===== config.mk =====
export PLATFORM = sky130hd
export DESIGN_NAME = encoder_flat
export DESIGN_NICKNAME = d
export VERILOG_FILES = /design/src/rtl/encoder_if.sv /design/src/rtl/encoder.sv /design/src/flat_wrapper.sv
export SDC_FILE = /design/constraint.sdc
export NUM_CORES = 1
export LEC_CHECK = 0
export ABC_AREA = 1
export CAP_MARGIN = 20
export CORE_AREA = 2 2 39 41
export DETAILED_ROUTE_END_ITERATION = 6
export DIE_AREA = 0 0 41 43
export GPL_TIMING_DRIVEN = 0
export HOLD_SLACK_MARGIN = 0.06
export PLACE_DENSITY = 0.71
export SYNTH_ARGS = -nofsm -noshare
export SYNTH_HDL_FRONTEND = slang
export SYNTH_SLANG_ARGS = --single-unit

===== constraint.sdc =====
create_clock -name clk -period 1.25 [get_ports clk]
set_input_delay 0.25 -clock clk [delete_from_list [all_inputs] [get_ports clk]]
set_output_delay 0.25 -clock clk [all_outputs]
set_load 0.01 [all_outputs]

===== src/rtl/encoder_if.sv =====
// encoder_if: bundles the decimal-entry request and the BCD result side-band.
//   a         10  decimal lines, bit k = digit k
//   in_valid   1  a is sampled on this edge when high
//   b          4  registered BCD code (1111 on error)
//   out_valid  1  b/err were updated on the previous edge
//   err        1  last sampled a was illegal
// Modports: master = producer of a/in_valid (consumer of results),
//           slave  = the encoder itself.
interface encoder_if;
  logic [9:0] a;
  logic       in_valid;
  logic [3:0] b;
  logic       out_valid;
  logic       err;

  modport master (output a, output in_valid, input b, input out_valid, input err);
  modport slave  (input a, input in_valid, output b, output out_valid, output err);
endinterface


===== src/rtl/encoder.sv =====
// encoder: decimal (10-line one-hot) to BCD encoder with registered outputs.
// Ports:
//   clk    rising-edge clock for all state
//   rst_n  synchronous active-low reset
//   bus    encoder_if.slave (a, in_valid in; b, out_valid, err out)
// Configuration macro: ENCODER_PRIORITY_EN
//   undefined (default) - strict one-hot; multi-hot gives b=1111, err=1
//   defined             - multi-hot is priority encoded, highest bit wins
// Zero input always gives b=1111, err=1. Latency is one clock.
module encoder (
  input  logic     clk,
  input  logic     rst_n,
  encoder_if.slave bus
);

  // Returns {err, bcd}. Illegal inputs map to 1111 so b never lands on 1010-1110.
  function automatic logic [4:0] encode_dec(input logic [9:0] a_i);
    logic [4:0] res;
`ifdef ENCODER_PRIORITY_EN
    res = {1'b1, 4'b1111};
    if (a_i != 10'd0) begin
      // Ascending scan so the highest set bit overwrites lower ones.
      for (int k = 0; k < 10; k++) begin
        if (a_i[k]) begin
          res = {1'b0, 4'(k)};
        end else begin
          res = res;
        end
      end
    end else begin
      res = {1'b1, 4'b1111};
    end
`else
    case (a_i)
      10'b0000000001: res = {1'b0, 4'd0};
      10'b0000000010: res = {1'b0, 4'd1};
      10'b0000000100: res = {1'b0, 4'd2};
      10'b0000001000: res = {1'b0, 4'd3};
      10'b0000010000: res = {1'b0, 4'd4};
      10'b0000100000: res = {1'b0, 4'd5};
      10'b0001000000: res = {1'b0, 4'd6};
      10'b0010000000: res = {1'b0, 4'd7};
      10'b0100000000: res = {1'b0, 4'd8};
      10'b1000000000: res = {1'b0, 4'd9};
      default:        res = {1'b1, 4'b1111};
    endcase
`endif
    return res;
  endfunction

  logic [4:0] enc_s;
  logic [3:0] b_r;
  logic       err_r;
  logic       out_valid_r;

  // Combinational decode of the current input lines.
  always_comb begin
    enc_s = encode_dec(bus.a);
  end

  // Result registers; a is only looked at when in_valid is high, so X on a is harmless otherwise.
  always_ff @(posedge clk) begin
    if (!rst_n) begin
      b_r         <= 4'd0;
      err_r       <= 1'b0;
      out_valid_r <= 1'b0;
    end else begin
      out_valid_r <= bus.in_valid;
      if (bus.in_valid) begin
        b_r   <= enc_s[3:0];
        err_r <= enc_s[4];
      end else begin
        b_r   <= b_r;
        err_r <= err_r;
      end
    end
  end

  assign bus.b         = b_r;
  assign bus.err       = err_r;
  assign bus.out_valid = out_valid_r;

endmodule


===== src/flat_wrapper.sv =====
// flat-port wrapper written by rule: the top's interface ports become plain ports
module encoder_flat 
  (clk, rst_n, bus_a, bus_in_valid, bus_b, bus_out_valid, bus_err);
  encoder_if bus_i ();
  input  logic clk;
  input  logic rst_n;
  input wire logic [$bits(bus_i.a)-1:0] bus_a;
  input wire logic [$bits(bus_i.in_valid)-1:0] bus_in_valid;
  output wire logic [$bits(bus_i.b)-1:0] bus_b;
  output wire logic [$bits(bus_i.out_valid)-1:0] bus_out_valid;
  output wire logic [$bits(bus_i.err)-1:0] bus_err;
  assign bus_i.a = bus_a;
  assign bus_i.in_valid = bus_in_valid;
  assign bus_b = bus_i.b;
  assign bus_out_valid = bus_i.out_valid;
  assign bus_err = bus_i.err;
  encoder u_core (.clk(clk), .rst_n(rst_n), .bus(bus_i));
endmodule

* Yosys cells after proc, flatten, opt, wreduce, memory -nomap -nowiden
Cells that the tools add are included. Widths: inputs -> output; s select.
Operators by class: $mul 0, magnitude comparators 0, bitwise logic cells 0, shifts and indexed selects 0, reductions and logical operators 0, add/sub/neg operators 0, mux-type cells 1, divide/modulo/power cells 0, eq/ne operators 10
Operators with widths (count):
- $pmux 5 s10 | 1
- $eq 10x1->1 const B | 1
- $eq 10x10->1 const B | 1
- $eq 10x2->1 const B | 1
- $eq 10x3->1 const B | 1
- $eq 10x4->1 const B | 1
- $eq 10x5->1 const B | 1
- $eq 10x6->1 const B | 1
- $eq 10x7->1 const B | 1
- $eq 10x8->1 const B | 1
- $eq 10x9->1 const B | 1
Storage, ports and cells: latch bits 0, output and inout port bits 6, bits of input ports 13, memories 0, RAM bits 0, memory bits (read-only) 0, logic and storage cells 14, register bits after elaboration 6

* Logic depth before layout (Yosys ltp)
depth after elaboration 2, mapped depth 11

* Least setup slack after synthesis
Ideal clock, no wire load.
kind in2reg, start point in bus_a[6], end point reg u_core.b_r[1] (netlist: u_core.bus.b[1]), path buffers 0, slack 0.169 ns, arrival time 0.972 ns, cell stages on the path 10, path through nor2_2 > nand2_2 > nor2_2 > nand2_1 > nand2_1 > nor2_2 > nand2_4 > nand3_1 > nand2_1 > inv_1
On the way: longest elaborated chain between the ends 2, elaborated cells between the ends (all ways) 11
Ends and longest elaborated chain:
- from (decl) | RTL line flat_wrapper.sv:7 | input wire logic [$bits(bus_i.a)-1:0] bus_a;
- $eq 10x10->1, or another cell as far along | RTL line encoder.sv:34 | case (a_i)
- $pmux 5 s10 * | RTL line encoder.sv:34
- to (signal assigned) | RTL line encoder.sv:70 | b_r <= enc_s[3:0];
- to (signal assigned) | RTL line encoder.sv:73 | b_r <= b_r;
- to (decl) | RTL line encoder.sv:52 | logic [3:0] b_r;
Mark *: on every way between the ends. The rest lies on a longest branch, timed or not. A chain may end at the register's enable or synchronous reset.

* Final worst setup path
start point reg u_core.err_r (netlist: u_core.bus.err), end point out bus_err
RTL lines:
- from (decl) | RTL line encoder.sv:53 | logic err_r;
- from (signal assigned) | RTL line encoder.sv:71 | err_r <= enc_s[4];
- from (signal assigned) | RTL line encoder.sv:74 | err_r <= err_r;
- to (decl) | RTL line flat_wrapper.sv:11 | output wire logic [$bits(bus_i.err)-1:0] bus_err;
No word-level cell between the ends.

==> results.md <==
- Worst-path clk slew: ~40 ps
- Commonest non-fill, non-tap cell in the layout: nand2_1
- Max VDD drop: around 0.00027 V
- Clock share of power: 0.330
- Pwr/cell area: about 720 nW/um^2
- Avg WL per Cell: 9.29 microns
- Worst path depth: 1
- Type of the worst setup path: reg2out
- Post-synth cell types: 16
- Worst-Skew Late Latency: ~240 ps
- Synthesized net count: approximately 100
- Critical path origin: u_core.bus.err
- Sequential Power Share: 0.387
- Layout Utilization: 0.547
- Global Route met3 Usage: 0.0314
- Initial DRC count: 13
- Die Y: between 40 and 50 microns
- Internal Pwr Total: 0.000383 W
- Critical Path Slowest Stage Cell: dfxtp_1
- Tcrit/Tclk final: 0.870
- Slew @ Worst Pin: 174 ps
- CTS tree: yes
- CP top delay family: flip-flops
- # hold bufs at CTS: 0
- Vias: 583
- Final wirelength: about 1200 microns
- Cells along the critical path: dlygate4sd2_1
- Yosys Warn Count: 0
- Worst r2r src: u_core.bus.b[3]
- Num CTS Buffers: 3
- Crit path DAT: around 840 ps
- Setup Skew: 0 ps
- Leakage Power: around 0.41 nW
- Vias in the first global route: 492
- Status: finished clean
- Layout area overhead: 49.4%
- Initial Util: 0.366
- Tmin final: 1090 ps
- Synth Cell Area: between 500 and 600 sq um
- R2r setup slk: about 630 ps
- Die area: about 1800 sq um
- Req. time, crit path: 1000 ps
- Reg2reg end: u_core.bus.b[3]
- Worst Reg-to-Reg Cells: 4
- Critical path's largest stage delay: 320 ps
- Total grt overflow: 0
- Post-route DRC: 0
- Total GRT Usage: 0.149
- Row count: 14
- Fin. Hold Viols: 0
- Fmax: between 900 and 1000 MHz
- Longest Clk Path Bufs: 2
- Leading cell types in the layout, fill and taps excluded: 23 x nand2_1, 15 x nor2_1, 14 x inv_1
- Drt pass-1 iters: 4
- Final ANT Viol Nets: 0
- Initial antenna violation count: 0
- Share of cells above drive strength 1: 0.308
- Net switching power: around 0.00016 W
- Worst relative slew slack: 0.883
- Critical path buffer and inverter count: 1
- Core area: about 1400 sq um
- Chip Width: approximately 41 microns
- Sequential area share after synthesis: 0.237
- Met2 GRT Util: 0.228
- H-tree depth: 1
- Unrepaired setup endpoints after global routing: false
- Tot Pwr: 0.000543 W
- Most Crowded Layer GR: met2
- Largest net degree at the start of global routing: 11
- Net total in the final layout: ~130
- Hold/Removal Path Class: reg2reg
- Crit path launch type: flip-flop
- Crit-path max FO: 2
- Count of final setup violators: 0
- First-pass GRT wire length: around 1800 microns
- Post-synthesis sequential element count: 6
- Post-Syn Instances: 90
- N_diodes: 0
- IO Pins: 19
- Final Max Tran Viols: 0
- Placer congestion estimate: 0.717
- CP Capture Type: primary output
- Clock Tree Root: clkbuf_4
- Post-DP HPWL: ~840 microns
- # Max-Cap Violations: 0
- Worst hold slack: 455 ps
- Sw frac: 0.295
- Syn avg cell area: approximately 5.6 sq um
- GRT met1 Usage: 0.185
- Logic pwr share: 0.283
- # port buffers: 18
- Crit path capture: bus_err
- Vias per inst: about 4.4
- Clock sinks: 6
-- worst register-to-register path, stage by stage, from the launching register on --
cell	delay, ps
dfxtp_1	300
nor2_1	90
nor2_1	40
nand2_1	60
inv_1	30
-- cell usage after synthesis, drive strengths merged --
| library cell | instances | area share |
|---|---|---|
| dfxtp | 6 | 0.24 |
| nor2 | 25 | 0.23 |
| inv | 15 | 0.11 |
| o21ai | 2 | 0.020 |
| nand2 | 27 | 0.22 |
| nand3 | 6 | 0.059 |
| nand4 | 1 | 0.012 |
| a21oi | 3 | 0.030 |
| xnor2 | 1 | 0.017 |
| nor3 | 1 | 0.0099 |
| buf | 1 | 0.015 |
| xor2 | 2 | 0.035 |
-- power by group through the flow --
stage / clock, W / sequential [W] / combinational [W]
5_1_grt: 0.000197 / 0.000212 / 0.000171
2_1_floorplan: 0 / 0.000221 / 0.0000593
3_3_place_gp: 0 / 0.000214 / 0.000151
3_5_place_dp: 0 / 0.000215 / 0.000153
4_1_cts: 0.000195 / 0.000210 / 0.000141
6_report: 0.000179 / 0.000210 / 0.000154
-- area by class of cell --
type	instances	area, sq um
Timing Repair Buffer	24	168
Buffer	1	7.51
Clock buffer	3	22.5
Tap cell	16	20.0
Sequential cell	6	120
Fill cell	154	627
Inverter	15	56.3
Multi-Input combinational cell	68	363
-- repair_timing --
action	4_1_cts	5_1_grt
gates resized for setup	19	28
pin swaps	5	10
endpoints found under the setup margin	11	5
buffers inserted	2	4
-- logic make-up after synthesis --
| group | count (synthesis) | share of synthesized area |
|---|---|---|
| AO/OA/AOI/OAI | 5 | 0.0494 |
| XOR/XNOR | 3 | 0.0519 |
| buffers and inverters | 16 | 0.126 |
| AND/OR/NAND/NOR | 60 | 0.536 |
| flip-flops | 6 | 0.237 |
-- stage by stage --
step	area, sq um	setup TNS [ps]	std cells	setup WS [ps]
global placement	707	-2100	124	-462
global route	757	0	133	70.9
finish	757	0	133	163
CTS	737	0	129	48.7
floorplan	507	0	90	169
detailed placement	707	-2220	124	-485
-- flip-flops by register name, summed over array words and instances, names as in the netlist --
name and cells:
u_core.bus.b 4, u_core.bus.err 1, u_core.bus.out_valid 1
-- layer usage --
layer  up-vias  share of wire
met1       238           0.43
met5         -              0
met4         0          0.015
met2        18           0.49
li1        325              -
met3         2          0.066
-- how the worst min path moves through the flow --
stage,from,endpoint,slack [ps],cells past startpoint
2_1_floorplan,rst_n,u_core.bus.out_valid,350,2
3_3_place_gp,u_core.bus.b[2],u_core.bus.b[2],450,2
3_5_place_dp,u_core.bus.b[2],u_core.bus.b[2],450,2
4_1_cts,u_core.bus.b[2],u_core.bus.b[2],460,2
5_1_grt,u_core.bus.b[2],u_core.bus.b[2],470,2
6_report,u_core.bus.b[2],u_core.bus.b[2],450,2
(Power assumes the default switching activity.)
==> variant 1, RTL diff (same settings) <==
The option `ENCODER_PRIORITY_EN` is turned on by a define.
--- a/src/rtl/encoder.sv
+++ b/src/rtl/encoder.sv
@@ -8,4 +8,6 @@
 //   defined             - multi-hot is priority encoded, highest bit wins
 // Zero input always gives b=1111, err=1. Latency is one clock.
+`define ENCODER_PRIORITY_EN
+
 module encoder (
   input  logic     clk,
Behaviour: not the same (a bounded check fails within 4 cycles, from zero or initial values and one cycle with rst_n low).
==> variant 1 against the original RTL <==
Routed wire length fell by 42%. Final area decreased by 28%. Combinational power decreased by 34%. Power decreased by 9.9%. Hold slack worse by 0.13 ns. Critical endpoint is now u_core.bus.b[0]$_SDFFE_PN0P_. Sequential cell count unchanged. Highest routed layer unchanged. Area after synthesis down 36%. Worst setup slack got worse by 0.072 ns. Clock skew did not move.
==> variant 1: results (changes against the original RTL) <==
Commonest cells post-synth=nand2_1, inv_1, dfxtp_1; Seq/Total Area, Yosys=36.8% (+13 points); Hold WC Path Type=in2reg; Iter 0 DRT Violations=1 (-12); leakage power=0.293 nW (-29%); placed insts=85 (-31%); status=finished clean; largest stage delay on the critical path=0.42 ns (+0.10 ns); largest net degree at the start of global routing=7 (-4); Detail Placement HPWL=582 um (-30%); Post-Place Setup Slack=-0.226 ns (+0.259 ns); Worst path top cell family by delay=simple AND/OR/NAND/NOR gates; share of layout cells above drive strength 1=11.1% (-20 points); top cells by area, synth=dfxtp_1, nand2_1, inv_1, a21oi_1, nand3_1; Layout Nets=87 (-34%); CTS clk-pin slew, worst paths=0.05 ns; via count=384 (-34%); Mapped Nets=64 (-38%); Mean Syn Cell Area=6.40 um^2 (+14%); post-cts gate resize count=6 (-13); number of post-CTS setup repair buffers=0 (-2); All-Layer GR Usage=10.1% (-4.9 points); Peak VDD IR=304 uV (+11%); WP data arrival=1.34 ns (+0.50 ns); post-DR vias/cell=4.36 (-0.45%); placer congestion estimate=0.776 (+8.1%); slowest CP cell=clkdlybuf4s50_1; Worst-Margin Slew=0.197 ns (+0.0231 ns); Critical Path Fanout Max=3 (+1); count of cell types in the netlist=14 (-2); Placed Area=527 um^2 (-25%); drt total wl=722 um (-42%); vias in the first global route=329 (-33%); global-route wire length before repair=1170 um (-36%)
variant 1: metal layers:
metal	vias up	track usage [%]	wire length [um]
met5	-	0	0
met4	0	8.00	16
met3	2	3.14	36
met2	12	15.3	376
met1	170	10.7	293
li1	200	-	-
variant 1: where the power goes:
| part | internal (mW) | switching [mW] | leakage (nW) |
|---|---|---|---|
| sequential | 0.201 | 0.00344 | 0.0494 |
| clock | 0.109 | 0.0744 | 0.0138 |
| combinational | 0.0570 | 0.0445 | 0.230 |
| total | 0.367 | 0.122 | 0.293 |
variant 1: area by class of cell:
cell class | count | area [um^2] | share of cell area, %
timing repair buffer | 18 | 175 | 32.0
clock buffer | 3 | 22.5 | 4.12
sequential | 6 | 120 | 22.0
inverter | 13 | 48.8 | 8.92
tap | 16 | 20.0 | 3.66
multi-input combinational | 32 | 160 | 29.3
variant 1: worst paths after layout:
check	slack, ns	start	cells past startpoint	end
max	0.09	bus_a[0]	6	u_core.bus.b[0]$_SDFFE_PN0P_
min	0.32	bus_in_valid	3	u_core.bus.out_valid$_SDFF_PN0_
max reg2reg	0.64	u_core.bus.b[3]$_SDFFE_PN0P_	2	u_core.bus.b[3]$_SDFFE_PN0P_
min reg2reg	0.46	u_core.bus.b[1]$_SDFFE_PN0P_	2	u_core.bus.b[1]$_SDFFE_PN0P_
variant 1: worst reg2reg max path: cells and delay by family, from the launching register on:
family          cells  cell delay [ns]
flops               1             0.30
compound gates      2             0.19
variant 1: kinds of logic after synthesis:
logic type             synth area share [%]
buffers and inverters                  14.9
flip-flops                             36.8
AO/OA/AOI/OAI                          15.7
AND/OR/NAND/NOR                        32.6
==> variant 2, RTL diff (same settings) <==
Made on the original files. Make the reset (`rst_n`) asynchronous in one clocked block. Comments in the files are not updated.
--- a/src/rtl/encoder.sv
+++ b/src/rtl/encoder.sv
@@ -60,5 +60,5 @@
 
   // Result registers; a is only looked at when in_valid is high, so X on a is harmless otherwise.
-  always_ff @(posedge clk) begin
+  always_ff @(posedge clk or negedge rst_n) begin
     if (!rst_n) begin
       b_r         <= 4'd0;
Check against the original RTL: differs if rst_n is asserted again (counterexample within 4 cycles, from zero or initial values and one cycle with rst_n low); with rst_n held inactive, the same outputs for 10 cycles.
==> variant 2 against the original RTL <==
Routed wire length fell by 22%. Area after synthesis fell by 0.49%. Hold slack got worse by 0.21 ns. Final area fell by 3.0%. Sequential cell count did not move. Highest routed layer unchanged. Critical path depth did not move. Power fell by 6.0%. Worst setup slack got worse by 0.060 ns.
==> variant 2: results (changes against the original RTL) <==
status=finished clean; Post-Place Setup Slack=-0.389 ns (+0.0957 ns); fillcell total=144 (-6.5%); largest stage delay on the critical path=0.37 ns (+0.05 ns); Avg WL per Cell=8.40 um (-9.6%); Worst Skew=0 ns (unchanged); drt drc=0 (unchanged); Seq/Total Area, Yosys=29.8% (+6.1 points); largest net degree at the start of global routing=9 (-2); placer congestion estimate=0.766 (+6.9%); Mapped Nets=88 (-15%); All-Layer GR Usage=14.1% (-0.83 points); clock latency on the worst-skew pair=0.24 ns (about the same); Reg2Reg Setup Slack=0.62 ns; Commonest cells post-synth=nand2_1, nor2_1, inv_1; Layout Nets=113 (-14%); post-synthesis async set-or-reset flop share=100% (+100 points); H-tree depth=1 (unchanged); top cells by area, synth=dfrtp_1, nand2_1, nor2_1, nor2_4, nand3_1; Worst path top cell family by delay=flip-flops; global-route wire length before repair=1640 um (-10%); count of cell types in the netlist=15 (-1); Iter 0 DRT Violations=10 (-3); PortBufs=18 (unchanged); CTS Buffer Depth=2 (unchanged); CTS clk-pin slew, worst paths=0.05 ns; share of layout cells above drive strength 1=18.4% (-12 points); initial antenna violation count=0 (unchanged); Final period util=91.8% (+4.8 points); leakage power=0.348 nW (-15%); Worst-Margin Slew=0.301 ns (+0.127 ns); Peak VDD IR=252 uV (-7.5%); top-count cell post-synth=nand2_1; slowest CP cell=dfrtp_1; Hold WC Path Type=in2async; Yosys warning count=0 (unchanged); CTS root buf=clkbuf_4; cts bufs inserted=3 (unchanged); ant diodes=0 (unchanged); post-DR vias/cell=4.56 (+4.1%); Largest register FFs=4 (unchanged); vias in the first global route=437 (-11%); Detail Placement HPWL=772 um (-7.8%); Critical Path Fanout Max=2 (unchanged); First-pass DRT Iterations=4 (unchanged)
## variant 2: cells by family after synthesis
group | count (synthesis) | share of synthesized area (%)
simple gates | 54 | 55.6
compound gates | 3 | 3.72
buf+inv | 10 | 7.44
xor+xnor | 2 | 3.47
flops | 6 | 29.8
## variant 2: worst paths after layout
path	startpoint	to	cells after the start
worst min register to register	u_core.bus.err$_DFFE_PN0P_	u_core.bus.err$_DFFE_PN0P_	2
min in group clk	bus_in_valid	u_core.bus.out_valid$_DFF_PN0_	1
max in group asynchronous	rst_n	u_core.bus.b[2]$_DFFE_PN0P_	1
worst max-delay path	u_core.bus.b[3]$_DFFE_PN0P_	bus_b[3]	1
worst min-delay path	rst_n	u_core.bus.b[1]$_DFFE_PN0P_	1
worst max register to register	u_core.bus.b[2]$_DFFE_PN0P_	u_core.bus.b[2]$_DFFE_PN0P_	2
## variant 2: repair_timing
action                     4_1_cts  5_1_grt
pin swaps                        5        4
gates cloned                     0        0
setup endpoints to repair       10        2
hold buffers                     0        0
setup buffers                    1        1
hold endpoints to repair         0        0
gates resized for setup         17        2
## variant 2: metal layers
layer / vias up / global-route usage, % / part of all wire (%)
met5: - / 0 / 0
met4: 0 / 12.0 / 4.2
met3: 5 / 4.71 / 6.6
met2: 17 / 19.4 / 48
met1: 221 / 16.6 / 41
li1: 277 / - / -
## variant 2: area by class of cell
class | instances | area, um^2 | share of cell area, %
multi-input cells | 59 | 327 | 44.5
repair buffers | 20 | 178 | 24.2
flip-flops and latches | 6 | 150 | 20.4
inverters | 10 | 37.5 | 5.11
clock buffers | 3 | 22.5 | 3.07
well taps | 16 | 20.0 | 2.73
## variant 2: per-stage QoR
stage	hold WS [ns]	TNS, ns	instance area (um^2)	std cells
5_1_grt	0.250	0	734	114
6_report	0.241	0	734	114
2_1_floorplan	-0.0456	0	504	75
3_5_place_dp	0.465	-1.74	704	109
3_3_place_gp	0.463	-1.65	704	109
4_1_cts	0.245	0	719	113
## variant 2: power by group
part / total [mW] / leakage [nW] / switching [mW] / internal (mW)
Combinational: 0.125 / 0.273 / 0.0697 / 0.0558
Sequential: 0.208 / 0.0616 / 0.00362 / 0.204
Clock: 0.177 / 0.0138 / 0.0684 / 0.108
